==> src/rtl/door_pkg.sv <==
// rtl/door_pkg.sv - shared state type, default timing constants and width helper for the door bank
package door_pkg;

    typedef enum logic [1:0] {
        DOOR_IDLE = 2'd0,
        DOOR_OPEN = 2'd1,
        DOOR_WARN = 2'd2
    } door_state_e;

    localparam int unsigned DEF_OPEN_TICKS = 20;
    localparam int unsigned DEF_WARN_TICKS = 4;
    localparam int unsigned DEF_BLINK_DIV  = 1;

    // Bits needed to hold the values 0..ticks.
    function automatic int unsigned cnt_width(input int unsigned ticks);
        return (ticks < 1) ? 1 : $clog2(ticks + 1);
    endfunction

endpackage

==> src/rtl/door_channel.sv <==
// rtl/door_channel.sv - one door: request edge detect, IDLE/OPEN/WARN timer, blink phase, done pulse
module door_channel
    import door_pkg::*;
#(
    parameter int unsigned OPEN_TICKS = DEF_OPEN_TICKS,
    parameter int unsigned WARN_TICKS = DEF_WARN_TICKS,
    parameter int unsigned BLINK_DIV  = DEF_BLINK_DIV,
    parameter bit          RETRIGGER  = 1'b1
) (
    input  logic clk_2Hz,
    input  logic reset,
    input  logic open_signal,
    input  logic obstruct,
    output logic door_led,
    output logic door_busy,
    output logic door_done,
    output logic busy_next
);
    localparam int unsigned CW = cnt_width(OPEN_TICKS);
    localparam int unsigned PW = cnt_width(BLINK_DIV);
    localparam logic [CW-1:0] CNT_LAST = CW'(OPEN_TICKS - 1);
    localparam logic [CW-1:0] CNT_WARN = CW'(OPEN_TICKS - WARN_TICKS);
    localparam logic [PW-1:0] PH_LAST  = PW'(BLINK_DIV - 1);

    door_state_e   state_q, state_d;
    logic [CW-1:0] cnt_q, cnt_d;
    logic [PW-1:0] phase_q, phase_d;
    logic          led_q, led_d;
    logic          done_q, done_d;
    logic          open_q, arm_q;
    logic          req_edge;

    // arm_q stays low until the request has been seen low once, so a level held through reset is no edge.
    assign req_edge = open_signal & ~open_q & arm_q;

    always_comb begin
        state_d = state_q;
        cnt_d   = cnt_q;
        phase_d = phase_q;
        led_d   = led_q;
        done_d  = 1'b0;
        unique case (state_q)
            DOOR_IDLE: begin
                led_d = 1'b0;
                if (req_edge) begin
                    state_d = DOOR_OPEN;
                    cnt_d   = '0;
                    phase_d = '0;
                    led_d   = 1'b1;
                end
            end
            DOOR_OPEN: begin
                if (obstruct) begin
                    led_d = 1'b1;
                end else if (WARN_TICKS == 0 && cnt_q == CNT_LAST) begin
                    state_d = DOOR_IDLE;
                    cnt_d   = '0;
                    phase_d = '0;
                    led_d   = 1'b0;
                    done_d  = 1'b1;
                end else begin
                    cnt_d = cnt_q + 1'b1;
                    if (phase_q == PH_LAST) begin
                        phase_d = '0;
                        led_d   = ~led_q;
                    end else begin
                        phase_d = phase_q + 1'b1;
                    end
                    if (cnt_d == CNT_WARN) begin
                        state_d = DOOR_WARN;
                        led_d   = 1'b1;
                    end
                end
            end
            DOOR_WARN: begin
                led_d = 1'b1;
                if (!obstruct) begin
                    if (cnt_q == CNT_LAST) begin
                        state_d = DOOR_IDLE;
                        cnt_d   = '0;
                        phase_d = '0;
                        led_d   = 1'b0;
                        done_d  = 1'b1;
                    end else begin
                        cnt_d = cnt_q + 1'b1;
                    end
                end
            end
            default: state_d = DOOR_IDLE;
        endcase
        // A fresh request restarts the window ahead of both expiry and obstruction.
        if (RETRIGGER && req_edge && state_q != DOOR_IDLE) begin
            state_d = DOOR_OPEN;
            cnt_d   = '0;
            phase_d = '0;
            led_d   = 1'b1;
            done_d  = 1'b0;
        end
    end

    always_ff @(posedge clk_2Hz or posedge reset) begin
        if (reset) begin
            state_q <= DOOR_IDLE;
            cnt_q   <= '0;
            phase_q <= '0;
            led_q   <= 1'b0;
            done_q  <= 1'b0;
            open_q  <= 1'b0;
            arm_q   <= 1'b0;
        end else begin
            state_q <= state_d;
            cnt_q   <= cnt_d;
            phase_q <= phase_d;
            led_q   <= led_d;
            done_q  <= done_d;
            open_q  <= open_signal;
            arm_q   <= arm_q | ~open_signal;
        end
    end

    assign door_led  = led_q;
    assign door_busy = (state_q != DOOR_IDLE);
    assign door_done = done_q;
    assign busy_next = (state_d != DOOR_IDLE);

endmodule

==> src/rtl/door_bank_ctrl.sv <==
// rtl/door_bank_ctrl.sv - bank of independent door channels with a registered busy-door count
module door_bank_ctrl
    import door_pkg::*;
#(
    parameter int unsigned N_DOORS    = 4,
    parameter int unsigned OPEN_TICKS = DEF_OPEN_TICKS,
    parameter int unsigned WARN_TICKS = DEF_WARN_TICKS,
    parameter int unsigned BLINK_DIV  = DEF_BLINK_DIV,
    parameter bit          RETRIGGER  = 1'b1
) (
    input  logic                             clk_2Hz,
    input  logic                             reset,
    input  logic [N_DOORS-1:0]               open_signal,
    input  logic [N_DOORS-1:0]               obstruct,
    output logic [N_DOORS-1:0]               DoorLED,
    output logic [N_DOORS-1:0]               door_busy,
    output logic [N_DOORS-1:0]               door_done,
    output logic [$clog2(N_DOORS+1)-1:0]     busy_count
);
    localparam int unsigned BW = $clog2(N_DOORS + 1);

    logic [N_DOORS-1:0] busy_next;
    logic [BW-1:0]      count_d, count_q;

    if (N_DOORS < 1 || N_DOORS > 16 || OPEN_TICKS < 2 || WARN_TICKS >= OPEN_TICKS || BLINK_DIV < 1)
    begin : g_param_check
        $error("door_bank_ctrl: illegal parameter combination");
    end

    for (genvar i = 0; i < N_DOORS; i++) begin : g_door
        door_channel #(
            .OPEN_TICKS (OPEN_TICKS),
            .WARN_TICKS (WARN_TICKS),
            .BLINK_DIV  (BLINK_DIV),
            .RETRIGGER  (RETRIGGER)
        ) u_channel (
            .clk_2Hz     (clk_2Hz),
            .reset       (reset),
            .open_signal (open_signal[i]),
            .obstruct    (obstruct[i]),
            .door_led    (DoorLED[i]),
            .door_busy   (door_busy[i]),
            .door_done   (door_done[i]),
            .busy_next   (busy_next[i])
        );
    end

    // Counting next-state busy bits keeps the count aligned with door_busy.
    always_comb begin
        count_d = '0;
        for (int i = 0; i < N_DOORS; i++) begin
            count_d = count_d + BW'(busy_next[i]);
        end
    end

    always_ff @(posedge clk_2Hz or posedge reset) begin
        if (reset) begin
            count_q <= '0;
        end else begin
            count_q <= count_d;
        end
    end

    assign busy_count = count_q;

endmodule

==> config.mk <==
export PLATFORM = sky130hd
export DESIGN_NAME = door_bank_ctrl
export DESIGN_NICKNAME = d
export VERILOG_FILES = /design/src/rtl/door_pkg.sv /design/src/rtl/door_channel.sv /design/src/rtl/door_bank_ctrl.sv
export SDC_FILE = /design/constraint.sdc
export NUM_CORES = 1
export LEC_CHECK = 0
export CAP_MARGIN = 20
export CORE_ASPECT_RATIO = 0.75
export CORE_UTILIZATION = 45
export CTS_BUF_LIST = sky130_fd_sc_hd__clkbuf_8
export DETAILED_ROUTE_END_ITERATION = 8
export GPL_TIMING_DRIVEN = 0
export PLACE_DENSITY_LB_ADDON = 0.05
export SETUP_SLACK_MARGIN = 0.02
export SKIP_CTS_REPAIR_TIMING = 1
export SYNTH_ARGS = -nofsm -noshare
export SYNTH_HDL_FRONTEND = slang
export SYNTH_SLANG_ARGS = --single-unit
==> constraint.sdc <==
create_clock -name clk_2Hz -period 6.6 [get_ports clk_2Hz]
set_input_delay 1.32 -clock clk_2Hz [delete_from_list [all_inputs] [get_ports clk_2Hz]]
set_output_delay 1.32 -clock clk_2Hz [all_outputs]
set_load 0.02 [all_outputs]
==> results.py, run 1 <==
metrics = {
    "clock_network": {
        "path_clk_slew_ns": 0.10,
        "cts-htree-levels": 2,
        "root_buffer": "clkbuf_8",
        "cts_buffers": 5,
        "clk_latency_ns": 0.31,
        "cts_sinks": 47,
        "cts_buffer_depth": 2,
        "cts_tree": "done",
    },
    "global_route": {
        "grt_pass1_wl_um": 11300,
        "grt_max_degree": 38,
        "grt_pass1_vias": 2421,
        "grt.overflow.total": 0,
        "grt_use_total_pct": 19.4,
        "antenna_found_initial": 0,
    },
    "layout": {
        "fillerInstances": 589,
        "layout-drive-gt1-share_pct": 9.56,
        "seq_area_sq_um": 1180,
        "finish.instance_area_sq_um": 3560,
        "multi_input_area_sq_um": 1730,
        "antennaDiodeCount": 0,
        "fin_nets": 419,
        "fin_cells": 468,
        "syn_to_final_growth_pct": 14.8,
    },
    "synth": {
        "ys.flop_type": "dfrtp_1",
        "synthTopCellsByCount": "47 x dfrtp_1, 46 x nand2_1, 40 x o21ai_0",
        "synth_nets": 387,
        "syn-cell-area_sq_um": 3100,
        "netlist.area_leader.share_pct": 37.9,
        "ys_types": 52,
        "synth_edf_count": 0,
        "yosysTopAreaCell": "dfrtp_1",
        "netlist_instances": 354,
        "synth_seq_area_share_pct": 37.9,
        "synth.most_common_cell": "dfrtp_1",
        "ys_async_sr_fraction_pct": 100,
        "ys_top_cells_by_area": "dfrtp_1 38%, ha_1 8.9%, o21ai_0 6.5%",
        "synth_area_per_cell_sq_um": 8.75,
        "synth-seq-cells": 47,
        "ys_warn_count": 0,
    },
    "pwr": {
        "ir_drop_mv": 0.174,
        "total_power_mw": 1.18,
        "p_leak_nw": 1.52,
        "power_density_nw_per_um2": 331,
    },
    "detailed_routing": {
        "drt_wl_total_um": 6280,
        "via_count": 2609,
        "drcViolationCount": 2,
        "drt_iter0_markers": 85,
        "first_pass_iters": 6,
        "ant_nets": 0,
        "viasPerCell": 5.57,
        "wl_per_cell_um": 13.4,
    },
    "sta": {
        "drv_slew": 0,
        "hold_viol": 0,
        "tns_ns": 0,
        "clock_skew_ns": 0.0152,
        "min_period_ns": 3.49,
        "fin_crit_sh_pct": 52.9,
        "worst_hold_slack_ns": 0.506,
        "setup_violations": 0,
        "rsz0062_at_grt": "no",
        "worstMarginPinSlew_ns": 0.581,
        "fmax_ghz": 0.286,
        "max_slew_margin_pct": 61.1,
    },
    "critical_path": {
        "cp_data_required_time_ns": 6.80,
        "startpoint_type": "input pin",
        "crit_fanout": 9,
        "critPathArrivalTime_ns": 3.70,
        "crit_buf_inv": 1,
        "path_class": "in -> reg",
        "crit_chain": "clkdlybuf4s50_1, nand3b_2, nand2_1, a21oi_1, a221oi_1, a22oi_1, fa_1, ha_1, ha_1",
        "cpMaxStageDelayCell": "clkdlybuf4s50_1",
        "end_kind": "flop",
        "cpPeakStageDelay_ns": 0.55,
        "critical_path.most_common_cell": "ha_1",
        "worst-r2r-setup-slack_ns": 3.76,
        "crit_family": "adder cells",
    },
    "place": {
        "place_area_sq_um": 3460,
        "routabilityCongestion": 0.808,
        "place_hpwl_um": 4590,
        "dp_cells": 460,
        "port_buffers": 24,
    },
    "run_status": {
        "violations": "DRC",
        "run_status": "complete, but fails checks",
    },
    "floorplanning": {
        "fp.dieH_um": 73.9,
        "initial_utilization_pct": 47.9,
        "placementRows": 25,
        "die-area_sq_um": 7230,
        "placeableCoreArea_sq_um": 6470,
        "die_x_um": 97.8,
        "ios": 25,
    },
    "worst_hold_path": {
        "hold_path.class": "reg -> reg",
    },
    "run": {
        "cap_violations": 0,
    },
}
[power by group]
group	internal (mW)	switching, mW
sequential	0.364	0.0933
combinational	0.245	0.284
clock	0.0859	0.105
[stage by stage]
step,util (%),setup slack (ns)
2_1_floorplan,-,3.56
3_3_place_gp,53.1,2.82
3_5_place_dp,53.4,2.77
4_1_cts,54.9,3.12
5_1_grt,54.9,2.96
6_report,54.9,3.11
[placed cells by master, fill, tap and decap left out, drive strengths merged, types with 2 or more instances in the layout]
cell type / netlist / final
nand2: 46 / 46
nor3b: 2 / 2
clkdlybuf4s50: 0 / 24
a21oi: 26 / 26
o31ai: 2 / 2
nand3: 15 / 15
a2111oi: 2 / 2
nand3b: 6 / 6
ha: 22 / 22
nor2: 21 / 21
a211o: 3 / 3
o311a: 2 / 2
or4: 2 / 2
dfrtp: 47 / 47
nor3: 10 / 10
nand2b: 9 / 9
nor4: 4 / 4
or3: 3 / 3
buf: 13 / 14
o22ai: 6 / 6
a211oi: 2 / 2
clkbuf: 3 / 9
nor2b: 4 / 4
o21a: 4 / 4
nand4bb: 4 / 4
nand4b: 4 / 4
inv: 22 / 23
a22oi: 5 / 5
o21ai: 42 / 42
o211ai: 9 / 9
[routing by layer]
layer / vias to the layer above / routed length, um / GRT usage (%)
met5: - / 0 / 0
met4: 0 / 51 / 4.55
met3: 5 / 309 / 4.76
met2: 53 / 2520 / 29.2
met1: 1206 / 3390 / 28.1
li1: 1345 / - / -
[flip-flops by register name (all words and copies together) (netlist names)]
register and flops:
g_door.u_channel.door_done 4, g_door.u_channel.door_led 4, busy_count 3, g_door.u_channel.arm_q 4, g_door.u_channel.cnt_q 20, g_door.u_channel.state_q 8
g_door.u_channel.open_q 4
[worst paths after layout]
| check | from | to | depth (start not counted) |
|---|---|---|---|
| min in group asynchronous | reset | g_door[0].u_channel.cnt_q[1]$_DFFE_PP0P_ | 2 |
| hold / removal | g_door[2].u_channel.arm_q$_DFF_PP0_ | g_door[2].u_channel.arm_q$_DFF_PP0_ | 1 |
| setup / recovery | open_signal[0] | busy_count[1]$_DFF_PP0_ | 9 |
| hold reg to reg | g_door[2].u_channel.arm_q$_DFF_PP0_ | g_door[2].u_channel.arm_q$_DFF_PP0_ | 1 |
| max in group asynchronous | reset | g_door[2].u_channel.cnt_q[1]$_DFFE_PP0P_ | 3 |
| setup reg to reg | g_door[0].u_channel.cnt_q[0]$_DFFE_PP0P_ | busy_count[1]$_DFF_PP0_ | 9 |
[worst reg2reg max path, cell delays in order, from the launching register on]
cell,delay [ns]
dfrtp_1,0.45
ha_1,0.28
nand4bb_1,0.24
o21ai_0,0.22
a21oi_1,0.09
a221oi_1,0.32
a22oi_1,0.17
fa_1,0.50
ha_1,0.21
ha_1,0.27
[cell type report]
class | count | area share, %
plain buffers | 16 | 2.99
repair buffers | 25 | 7.32
clock inverters | 2 | 0.387
flip-flops and latches | 47 | 33.1
inverters | 22 | 2.32
clock buffers | 6 | 2.32
multi-input cells | 269 | 48.8
well taps | 81 | 2.85
[cell families after synthesis]
group / after synthesis / synth area share, %
adders and majority gates: 23 / 9.53
and+or+nand+nor: 132 / 22.8
buffers and inverters: 38 / 6.10
DFF: 47 / 37.9
AOI/OAI and AO/OA: 113 / 23.2
muxes: 1 / 0.363
(Power assumes the default switching activity.)
==> inputs of run 2 (changes only) <==
- clock period: 6.6 -> 3 ns (I/O delays scaled with it)
==> run 2 against run 1 <==
Compared with the run above: the flow still finishes with violations (DRC); hold slack about the same; sequential power up 120%; register-to-register slack worse by 3.5 ns; core utilization up 0.29 points; critical path depth up 1; sequential cell count unchanged; first-iteration DRC count down 2.4%; cell count unchanged; global-route usage unchanged; setup slack worse by 2.9 ns; non-clock buffer count unchanged; sequential share of layout area down 0.17 points; largest cell class unchanged.
==> results.py, run 2 (same netlist as run 1, synthesis figures left out) <==
metrics = {
    "run_status": {
        "run_status": "complete, but fails checks",
        "violations": "DRC",
    },
    "layout": {
        "fin_util_pct": 55.2,
        "fillerInstances": 584,
        "multi_input_area_sq_um": 1750,
        "largest_reg_flops": 20,
        "final_cell_mix": "47 x dfrtp_1, 46 x nand2_1, 39 x o21ai_0",
        "layout-drive-gt1-share_pct": 10.1,
        "syn_to_final_growth_pct": 15.4,
        "seq_area_sq_um": 1180,
        "fin_nets": 419,
        "regMostFlops": "g_door.u_channel.cnt_q",
        "antennaDiodeCount": 0,
        "reg_top3": "g_door.u_channel.cnt_q x20, g_door.u_channel.state_q x8",
        "layout.cells.most_common": "dfrtp_1",
    },
    "global_route": {
        "grt_pass1_wl_um": 11300,
        "grt_pass1_vias": 2421,
        "grt_use_total_pct": 19.4,
        "antenna_found_initial": 0,
        "grt_max_degree": 38,
        "grt.overflow.total": 0,
    },
    "sta": {
        "rsz0062_at_grt": "no",
        "max_slew_margin_pct": 61.1,
        "clock_skew_ns": 0.0154,
        "fmax_ghz": 0.362,
        "drv_slew": 0,
        "worstMarginPinSlew_ns": 0.581,
        "fin_ws_ns": 0.235,
        "fin_crit_sh_pct": 92.2,
        "hold_viol": 0,
        "min_period_ns": 2.77,
        "setup_violations": 0,
    },
    "run": {
        "cap_violations": 0,
    },
    "clock_network": {
        "cts_buffers": 5,
        "cts_buffer_depth": 2,
        "clk_latency_ns": 0.31,
        "path_clk_slew_ns": 0.10,
        "cts-htree-levels": 2,
        "cts_sinks": 47,
        "root_buffer": "clkbuf_8",
        "cts_tree": "done",
    },
    "critical_path": {
        "end_kind": "flop",
        "startpoint_type": "flop",
        "crit_fanout": 6,
        "critPathArrivalTime_ns": 2.97,
        "worst-r2r-setup-slack_ns": 0.23,
        "r2r-end": "busy_count[1]$_DFF_PP0_",
        "cp-startpoint": "g_door[3].u_channel.state_q[0]$_DFF_PP0_",
        "reg2regPathDepth": 10,
        "r2r-start": "g_door[3].u_channel.state_q[0]$_DFF_PP0_",
        "path_class": "reg -> reg",
        "cp_data_required_time_ns": 3.20,
        "cp-endpoint": "busy_count[1]$_DFF_PP0_",
    },
    "floorplanning": {
        "placementRows": 25,
        "initial_utilization_pct": 47.9,
        "die-area_sq_um": 7230,
        "placeableCoreArea_sq_um": 6470,
        "die_x_um": 97.8,
        "fp.dieH_um": 73.9,
        "ios": 25,
    },
    "detailed_routing": {
        "viasPerCell": 5.59,
        "wl_per_cell_um": 13.5,
        "ant_nets": 0,
        "drcViolationCount": 2,
        "drt_iter0_markers": 83,
        "drt_wl_total_um": 6310,
        "via_count": 2615,
        "first_pass_iters": 6,
    },
    "pwr": {
        "p_leak_nw": 1.52,
        "ir_drop_mv": 0.396,
        "power_density_nw_per_um2": 730,
    },
    "place": {
        "pre_cts_slack_ns": -0.111,
        "place_hpwl_um": 4590,
        "routabilityCongestion": 0.808,
        "port_buffers": 24,
    },
    "worst_hold_path": {
        "hold_path.class": "reg -> reg",
        "whs_path_depth": 1,
    },
}
==> run 2: worst min-delay path by stage <==
stage | to | from
2_1_floorplan | g_door[2].u_channel.arm_q$_DFF_PP0_ | g_door[2].u_channel.arm_q$_DFF_PP0_
6_report | g_door[2].u_channel.arm_q$_DFF_PP0_ | g_door[2].u_channel.arm_q$_DFF_PP0_
5_1_grt | g_door[2].u_channel.arm_q$_DFF_PP0_ | g_door[2].u_channel.arm_q$_DFF_PP0_
3_3_place_gp | g_door[2].u_channel.arm_q$_DFF_PP0_ | g_door[2].u_channel.arm_q$_DFF_PP0_
3_5_place_dp | g_door[2].u_channel.arm_q$_DFF_PP0_ | g_door[2].u_channel.arm_q$_DFF_PP0_
4_1_cts | g_door[2].u_channel.arm_q$_DFF_PP0_ | g_door[2].u_channel.arm_q$_DFF_PP0_
==> run 2: through the flow <==
stage,TNS [ns],area (sq um),power [mW],std cells,hold WS (ns)
6_report,0,3580,2.61,468,0.506
5_1_grt,0,3580,2.86,468,0.539
2_1_floorplan,0,3100,1.83,354,0.458
4_1_cts,0,3560,2.62,468,0.510
3_5_place_dp,-0.127,3460,2.19,460,0.488
3_3_place_gp,-0.0631,3440,2.15,459,0.480
==> run 2: worst max-delay path, stage by stage, from the launching register on <==
cell     delay, ns
dfrtp_1       0.44
inv_1         0.12
ha_1          0.30
o21a_1        0.25
a211o_2       0.31
nand2_1       0.06
o311a_1       0.18
a22oi_1       0.09
fa_1          0.44
ha_1          0.21
ha_1          0.27
==> run 2: per-layer routing <==
layer / share of wire, % / global-route usage, % / routed length, um
met5: 0 / 0 / 0
met4: 0.81 / 4.55 / 51
met3: 4.9 / 4.76 / 309
met2: 40 / 29.2 / 2550
met1: 54 / 28.1 / 3400
==> run 2: area by class of cell <==
cell class | count | share of cell area (%)
inverter | 22 | 2.31
clock inverter | 2 | 0.385
buffer | 16 | 2.97
tap | 81 | 2.83
sequential | 47 | 32.9
multi-input combinational | 269 | 49.0
timing repair buffer | 25 | 7.28
clock buffer | 6 | 2.31
==> run 2: power breakdown <==
group	leakage, nW	total, mW	switching, mW	internal [mW]
Sequential	0.572	1.01	0.211	0.801
Combinational	0.899	1.18	0.628	0.550
Clock	0.0516	0.421	0.232	0.189
